==> config.mk <==
export PLATFORM = sky130hd
export DESIGN_NAME = rob_fill_responder
export DESIGN_NICKNAME = d
export VERILOG_FILES = /design/src/rtl/rob_fill_responder_pkg.sv /design/src/rtl/rob_fill_responder_rr_arbiter.sv /design/src/rtl/rob_fill_responder.sv
export SDC_FILE = /design/constraint.sdc
export NUM_CORES = 1
export LEC_CHECK = 0
export CAP_MARGIN = 20
export CORE_ASPECT_RATIO = 0.8
export CORE_MARGIN = 2
export CORE_UTILIZATION = 38
export DETAILED_ROUTE_END_ITERATION = 16
export PLACE_DENSITY = 0.87
export SLEW_MARGIN = 15
export SYNTH_ARGS = -nofsm -noshare
export SYNTH_HDL_FRONTEND = slang
export SYNTH_SLANG_ARGS = --single-unit
==> constraint.sdc <==
create_clock -name clk -period 4.5 [get_ports clk]
set_clock_uncertainty 0.15 [all_clocks]
set_input_delay 1.35 -clock clk [delete_from_list [all_inputs] [get_ports clk]]
set_output_delay 1.35 -clock clk [all_outputs]
set_load 0.01 [all_outputs]
==> src/rtl/rob_fill_responder_pkg.sv <==
// Shared types and default widths for the ROB fill responder and its arbiter.
package rob_fill_pkg;

   localparam int NUM_REQ_DEF   = 4;
   localparam int ROB_IDX_W_DEF = 5;
   localparam int DATA_W_DEF    = 32;

   typedef struct packed {
      logic [ROB_IDX_W_DEF-1:0] idx;
      logic [DATA_W_DEF-1:0]    data;
      logic                     exc;
   } fill_req_t;

   typedef enum logic {
      EMPTY = 1'b0,
      FULL  = 1'b1
   } stage_e;

endpackage

==> src/rtl/rob_fill_responder_rr_arbiter.sv <==
// Round-robin arbiter: first valid at or after ptr_i (mod N) wins; grant gated by en_i.
module rr_arbiter #(
   parameter int N = 4
) (
   input  logic [N-1:0]         valid_i,
   input  logic [$clog2(N)-1:0] ptr_i,
   input  logic                 en_i,
   output logic [N-1:0]         grant_o,
   output logic [$clog2(N)-1:0] win_o,
   output logic [$clog2(N)-1:0] next_ptr_o,
   output logic                 any_o
);

   localparam int PW = $clog2(N);

   always_comb begin
      logic [PW-1:0] cand;
      logic          found;
      grant_o = '0;
      win_o   = ptr_i;
      found   = 1'b0;
      cand    = '0;
      for (int i = 0; i < N; i++) begin
         cand = PW'((int'(ptr_i) + i) % N);
         if (!found && valid_i[cand]) begin
            found = 1'b1;
            win_o = cand;
         end
      end
      any_o = found;
      if (found && en_i) grant_o[win_o] = 1'b1;
      next_ptr_o = (int'(win_o) == N - 1) ? '0 : win_o + 1'b1;
   end

endmodule

==> src/rtl/rob_fill_responder.sv <==
// ROB-side fill responder: round-robin grant of one fill per cycle into a single write register.
// Optional ROB_FILL_BYPASS_EN adds a same-cycle broadcast of the retiring write.
module rob_fill_responder
   import rob_fill_pkg::*;
#(
   parameter int NUM_REQ   = NUM_REQ_DEF,
   parameter int ROB_IDX_W = ROB_IDX_W_DEF,
   parameter int DATA_W    = DATA_W_DEF
) (
   input  logic                          clk,
   input  logic                          rst_n,
   input  logic [NUM_REQ-1:0]            fill_valid,
   input  logic [NUM_REQ*ROB_IDX_W-1:0]  fill_idx,
   input  logic [NUM_REQ*DATA_W-1:0]     fill_data,
   input  logic [NUM_REQ-1:0]            fill_exc,
   output logic [NUM_REQ-1:0]            fill_ack,
   input  logic                          flush,
   input  logic                          wr_ready,
   output logic                          wr_en,
   output logic [ROB_IDX_W-1:0]          wr_idx,
   output logic [DATA_W-1:0]             wr_data,
   output logic                          wr_exc,
`ifdef ROB_FILL_BYPASS_EN
   output logic                          bcast_valid,
   output logic [ROB_IDX_W-1:0]          bcast_idx,
   output logic [DATA_W-1:0]             bcast_data,
`endif
   output logic                          busy
);

   localparam int PW = $clog2(NUM_REQ);

   stage_e                 state_q, state_d;
   logic [PW-1:0]          rr_ptr_q, rr_ptr_d;
   logic [ROB_IDX_W-1:0]   idx_q, idx_d;
   logic [DATA_W-1:0]      data_q, data_d;
   logic                   exc_q, exc_d;

   logic                   can_accept;
   logic [NUM_REQ-1:0]     grant;
   logic [PW-1:0]          win, next_ptr;
   logic                   any_valid;
   logic                   ack_any;
   logic [ROB_IDX_W-1:0]   idx_arr  [NUM_REQ];
   logic [DATA_W-1:0]      data_arr [NUM_REQ];

   // A full stage can still accept when its write retires in the same cycle.
   assign can_accept = !flush && ((state_q == EMPTY) || wr_ready);

   rr_arbiter #(.N(NUM_REQ)) u_arb (
      .valid_i    (fill_valid),
      .ptr_i      (rr_ptr_q),
      .en_i       (can_accept),
      .grant_o    (grant),
      .win_o      (win),
      .next_ptr_o (next_ptr),
      .any_o      (any_valid)
   );

   assign ack_any  = can_accept && any_valid;
   assign fill_ack = grant;

   always_comb begin
      for (int r = 0; r < NUM_REQ; r++) begin
         idx_arr[r]  = fill_idx[r*ROB_IDX_W +: ROB_IDX_W];
         data_arr[r] = fill_data[r*DATA_W +: DATA_W];
      end
   end

   always_comb begin
      state_d  = state_q;
      rr_ptr_d = rr_ptr_q;
      idx_d    = idx_q;
      data_d   = data_q;
      exc_d    = exc_q;
      if (flush) begin
         state_d = EMPTY;
      end else if (ack_any) begin
         state_d  = FULL;
         rr_ptr_d = next_ptr;
         idx_d    = idx_arr[win];
         data_d   = data_arr[win];
         exc_d    = fill_exc[win];
      end else if ((state_q == FULL) && wr_ready) begin
         state_d = EMPTY;
      end
   end

   always_ff @(posedge clk or negedge rst_n) begin
      if (!rst_n) begin
         state_q  <= EMPTY;
         rr_ptr_q <= '0;
         idx_q    <= '0;
         data_q   <= '0;
         exc_q    <= 1'b0;
      end else begin
         state_q  <= state_d;
         rr_ptr_q <= rr_ptr_d;
         idx_q    <= idx_d;
         data_q   <= data_d;
         exc_q    <= exc_d;
      end
   end

   assign wr_en   = (state_q == FULL);
   assign busy    = (state_q == FULL);
   assign wr_idx  = idx_q;
   assign wr_data = data_q;
   assign wr_exc  = exc_q;

`ifdef ROB_FILL_BYPASS_EN
   assign bcast_valid = wr_en && wr_ready && !flush;
   assign bcast_idx   = idx_q;
   assign bcast_data  = data_q;
`endif

endmodule

==> flow_summary.ini, run 1 <==
[outcome]
outcome = completed

[setup_path]
worstPathArrival_ns = 2.85
rr_endpoint = wr_idx[1]
crit_path_end_kind = output pin
critical_path_class = input port to output pin
rrSetupSlack_ns = 2.14
crit_path_start_kind = input port
cp_max_fo = 6
r2r-start = rr_ptr_q[0]
ff2ff_path_depth = 7
crit_required_ns = 3.00

[run]
cap_violations = 0

[detailed_routing]
post_drt_via_cell_ratio = 5.36
num_vias = 3135
antenna_left = 0
initialDrtViolationCount = 103
drc_errors = 0
finalWirelength_um = 10400
firstDrtPassIters = 6
wl_per_cell_um = 17.7

[synthesis]
yosys.cell_types.count = 31
postSynthCellCount = 294
synth_area_sq_mm = 0.00283
ys_ff_latch = 41
yosysTopAreaCell = dfrtp_1
synthArstFlopShare = 1.00
syn_nets = 455
yosysSeqAreaShare = 0.362
synth_top_area_frac = 0.362
synth_common_cells = dfrtp_1, nor2b_1, inv_1
syn_avg_cell_area_sq_um = 9.63
post-synth-top-count-cell = dfrtp_1
synthFlopType = dfrtp_1
synth-edff-count = 0
synth.top_cells.by_area = dfrtp_1, mux2i_1, o221ai_1, nor2b_1, a31oi_1
yosys_warnings = 0

[sta]
fin_crit_ns = 4.35
setup_ws_ns = 0.154
hold_violations = 0
finalMaxSlewViolations = 0
whs_ns = 0.462
fmax_ghz = 0.230
worst_pin_slew_ns = 0.940
setup_viol_count_final = 0
slew_headroom = 0.373
finalCritPeriodShare = 0.966
rsz0062_at_grt = false

[hold_path]
whs_path_depth = 3
hold_class = register to register
holdPathEnd = wr_data[20]
min_from = wr_data[20]

[grt]
antenna_found_initial = 0
grt_start_max_net_pins = 44
grt_pass1_vias = 3329
overflow = 0
grt_pass1_wl_um = 16000
grtUsageTotal = 0.250

[placement]
gp_congestion = 0.798
hpwl_um = 7880
port_buffers = 203
pre_cts_slack_ns = -0.427
dpl_cell_area_sq_mm = 0.00492

[clocking]
root_buffer = clkbuf_8
clock_latency_ns = 0.27
cts_num_sinks = 41
cts_buffers = 5
clkTransAtPathRegs_ns = 0.07
cts_tree = built
cts_buffer_depth = 2
cts_max_level = 2

[die]
die_y_um = 81.2
initial_core_util = 0.387
ios = 204
die_area_sq_mm = 0.00816
core_area_sq_mm = 0.00732
num_rows = 28
die_w_um = 101

[final_layout]
area.growth.synth_to_final_pct = 77.4
drive_gt1_frac = 0.0869
final_nets = 656
n_antenna_cell = 0
post-route-util = 0.686
final_area_sq_mm = 0.00502

[power_and_ir_drop]
p_per_area_mw_per_mm2 = 435
power_leakage_nw = 2.18
vdd_drop_max_v = 0.000181
totalPowerFinal_mw = 2.18
-- stage by stage --
step           cells  setup TNS [ns]
2_1_floorplan    294               0
3_3_place_gp     576           -1.15
3_5_place_dp     576           -1.43
4_1_cts          585               0
5_1_grt          585               0
6_report         585               0
-- cell usage in the layout, fill, tap and decap left out --
cell | synthesis | final
o21a_1 | 1 | 1
o22a_2 | 0 | 1
buf_4 | 5 | 19
buf_2 | 5 | 1
clkinvlp_4 | 0 | 1
nor2_1 | 7 | 7
a221oi_2 | 1 | 1
o221ai_1 | 29 | 29
inv_1 | 39 | 39
nor3b_4 | 0 | 1
nor2b_2 | 0 | 1
o21ai_0 | 1 | 1
o32ai_2 | 0 | 1
a31oi_1 | 38 | 38
o221ai_2 | 9 | 9
dfrtp_1 | 41 | 41
nand3b_2 | 1 | 1
nand2b_1 | 4 | 4
and2_1 | 1 | 1
nor3_1 | 1 | 1
nand2_1 | 2 | 2
a21oi_1 | 2 | 2
nor4_1 | 1 | 1
nor2b_1 | 40 | 39
ha_1 | 1 | 1
o211ai_1 | 1 | 1
nand3_1 | 1 | 1
nor3b_1 | 2 | 2
clkdlybuf4s15_2 | 0 | 1
dlygate4sd2_1 | 0 | 7
clkbuf_8 | 0 | 6
mux2i_1 | 38 | 38
clkdlybuf4s50_1 | 0 | 194
a21bo_1 | 1 | 1
and3_1 | 1 | 1
-- per-layer routing --
layer | share of wire | vias up | GRT usage
met5 | 0 | - | 0
met4 | 0.020 | 0 | 0.0753
met3 | 0.089 | 21 | 0.0766
met2 | 0.52 | 157 | 0.487
met1 | 0.37 | 1482 | 0.259
li1 | - | 1475 | -
-- worst max path at each step --
stage | from | end
after floorplan | fill_valid[2] | fill_ack[2]
after CTS | fill_valid[0] | fill_ack[2]
after global routing | fill_valid[1] | fill_ack[2]
after detailed placement | fill_valid[2] | fill_ack[2]
final | fill_valid[0] | fill_ack[2]
after global placement | fill_valid[2] | fill_ack[2]
-- cell families (layout without fill, tap and decap cells) --
logic type | count (synthesis) | in the layout | share of synthesized area
compound gates | 85 | 85 | 0.247
buf+inv | 67 | 268 | 0.119
simple gates | 62 | 62 | 0.133
flops | 41 | 41 | 0.362
mux | 38 | 38 | 0.134
fa+ha+maj | 1 | 1 | 0.00442
-- critical path, stage by stage --
cell	delay, ns
dlygate4sd2_1	0.29
nor2b_2	0.18
nor3_1	0.24
o32ai_2	0.16
ha_1	0.21
and2_1	0.13
dlygate4sd2_1	0.28
-- repair_timing --
action,in CTS,in global routing
hold buffers,0,0
setup buffers,2,0
gates resized for setup,12,0
setup endpoints to repair,4,0
endpoints found under the hold margin,0,0
-- report_power, final --
group	switching [mW]	internal (mW)	total (mW)
logic	0.567	0.735	1.30
clock network	0.126	0.121	0.247
registers	0.0969	0.540	0.636
total	0.789	1.40	2.18
-- cell type report --
cell class / instances / area (sq um)
fillers: 617 / 2300
repair buffers: 222 / 2160
multi-input cells: 186 / 1490
flip-flops and latches: 41 / 1030
inverters: 39 / 146
well taps: 90 / 113
clock buffers: 6 / 82.6
clock inverters: 1 / 7.51
-- state kept, by name, summed over array words and instances, names as in the netlist --
name	cells
busy	1
rr_ptr_q	2
wr_data	32
wr_exc	1
wr_idx	5
No activity file was read; power rests on OpenSTA's default activity.
==> inputs of run 2 (changes only) <==
--- a/config.mk
+++ b/config.mk
@@ -8,9 +8,9 @@
 export CAP_MARGIN = 20
 export CORE_ASPECT_RATIO = 0.8
 export CORE_MARGIN = 2
-export CORE_UTILIZATION = 38
+export CORE_UTILIZATION = 32
 export DETAILED_ROUTE_END_ITERATION = 16
-export PLACE_DENSITY = 0.87
+export PLACE_DENSITY_LB_ADDON = 0.12
 export SLEW_MARGIN = 15
 export SYNTH_ARGS = -nofsm -noshare
 export SYNTH_HDL_FRONTEND = slang
==> constraint.sdc (replaced) <==
create_clock -name clk -period 3.75 [get_ports clk]
set_clock_uncertainty 0.15 [all_clocks]
set_input_delay 1.125 -clock clk [delete_from_list [all_inputs] [get_ports clk]]
set_output_delay 1.125 -clock clk [all_outputs]
set_load 0.01 [all_outputs]
==> flow_summary.ini, run 2 (synthesis results as in run 1) <==
[sta]
hold_violations = 0
rsz0062_at_grt = false
finalCritPeriodShare = 0.977
worst_pin_slew_ns = 0.962
fmax_ghz = 0.273
whs_ns = 0.451
slew_headroom = 0.359
fin_crit_ns = 3.66
finalMaxSlewViolations = 0
setup_viol_count_final = 0
setup-tns-final_ns = 0
setup_ws_ns = 0.0856

[setup_path]
rr_endpoint = wr_data[12]
crit_start = wr_ready
rrSetupSlack_ns = 1.31
ff2ff_path_depth = 7
worstPathArrival_ns = 2.39
cp_num_buf_inv = 3
crit_slowest_cell = clkdlybuf4s50_1
critical_path_class = input port to output pin
crit_path_start_kind = input port
crit_path_max_incr_delay_ns = 0.45
critPathCapture = fill_ack[0]
path_depth = 7
r2r-start = rr_ptr_q[0]
critPathTopFamily = buffers and inverters
crit_path_end_kind = output pin
path_cells = clkdlybuf4s50_1 -> nand2b_4 -> nor3b_4 -> buf_6 -> nand2_1 -> nor2_2 -> buf_2
cp_max_fo = 3
crit_required_ns = 2.47

[clocking]
clock_latency_ns = 0.28
cts_buffers = 5
clkTransAtPathRegs_ns = 0.08
cts_num_sinks = 41
cts_tree = built
cts_max_level = 2
cts_buffer_depth = 2
root_buffer = clkbuf_8

[final_layout]
final_cell_mix = clkdlybuf4s50_1, dfrtp_1, nor2b_1
largest_register_ff_count = 32
final_area_sq_mm = 0.00512
final_common_cell = clkdlybuf4s50_1
nFillCells = 770
area.growth.synth_to_final_pct = 80.7
stdcell_count = 608
n_antenna_cell = 0
drive_gt1_frac = 0.115
final_nets = 656
post-route-util = 0.600

[grt]
antenna_found_initial = 0
grtUsageTotal = 0.211
grt_pass1_vias = 3105
overflow = 0
grt_pass1_wl_um = 15700
grt_start_max_net_pins = 42

[detailed_routing]
firstDrtPassIters = 4
wl_per_cell_um = 17.1
num_vias = 3056
antenna_left = 0
finalWirelength_um = 10400
initialDrtViolationCount = 98
post_drt_via_cell_ratio = 5.03
drc_errors = 0

[placement]
pre_cts_slack_ns = -0.695
dpl_cell_area_sq_mm = 0.00492
port_buffers = 203
hpwl_um = 7670
gp_congestion = 0.843
dp.cells = 595

[die]
die_y_um = 88.1
die_w_um = 109
core_area_sq_mm = 0.00852
die_area_sq_mm = 0.00962
ios = 204
initial_core_util = 0.332
num_rows = 30

[power_and_ir_drop]
p_per_area_mw_per_mm2 = 520
totalPowerFinal_mw = 2.66
power_leakage_nw = 2.20
vdd_drop_max_v = 0.000189

[hold_path]
hold_class = register to register

[run]
cap_violations = 0

[outcome]
outcome = completed
## run 2: routing by layer
| layer | vias to the layer above | wire (um) | GRT usage |
|---|---|---|---|
| met5 | - | 0 | 0 |
| met4 | 0 | 82 | 0.0368 |
| met3 | 6 | 1370 | 0.0871 |
| met2 | 140 | 4690 | 0.364 |
| met1 | 1428 | 4260 | 0.250 |
| li1 | 1482 | - | - |
## run 2: worst min path at each step
stage | slack (ns) | from | cells after the start | endpoint
after floorplan | 0.40 | rr_ptr_q[0] | 1 | rr_ptr_q[0]
after global placement | 0.43 | wr_data[1] | 3 | wr_data[1]
after detailed placement | 0.44 | wr_data[0] | 3 | wr_data[0]
after CTS | 0.46 | wr_idx[2] | 3 | wr_idx[2]
after global routing | 0.49 | busy | 2 | busy
final | 0.45 | busy | 2 | busy
## run 2: where the power goes
part           total, mW  internal (mW)  switching [mW]  leakage, nW
clock network      0.318          0.167           0.152       0.0542
logic               1.57          0.894           0.673         1.65
registers          0.774          0.647           0.126        0.498
total               2.66           1.71           0.951         2.20
## run 2: worst min-delay path: stages, from the launching register on
cell and delay [ns]:
dfrtp_1 0.42, nand2b_4 0.09, a21oi_1 0.06
## run 2: final cells by class
type	instances	area (sq um)	share of cell area
well taps	112	140	0.0274
inverters	39	146	0.0286
flip-flops and latches	41	1030	0.201
repair buffers	222	2150	0.420
multi-input cells	186	1550	0.303
clock buffers	7	96.3	0.0188
clock inverters	1	5.00	0.000978
## run 2: repair_timing
action                                  in CTS  in global routing
endpoints found under the setup margin       4                  4
hold buffers                                 0                  0
gates resized for setup                     31                 16
pin swaps                                    5                  1
buffers inserted                             5                  0
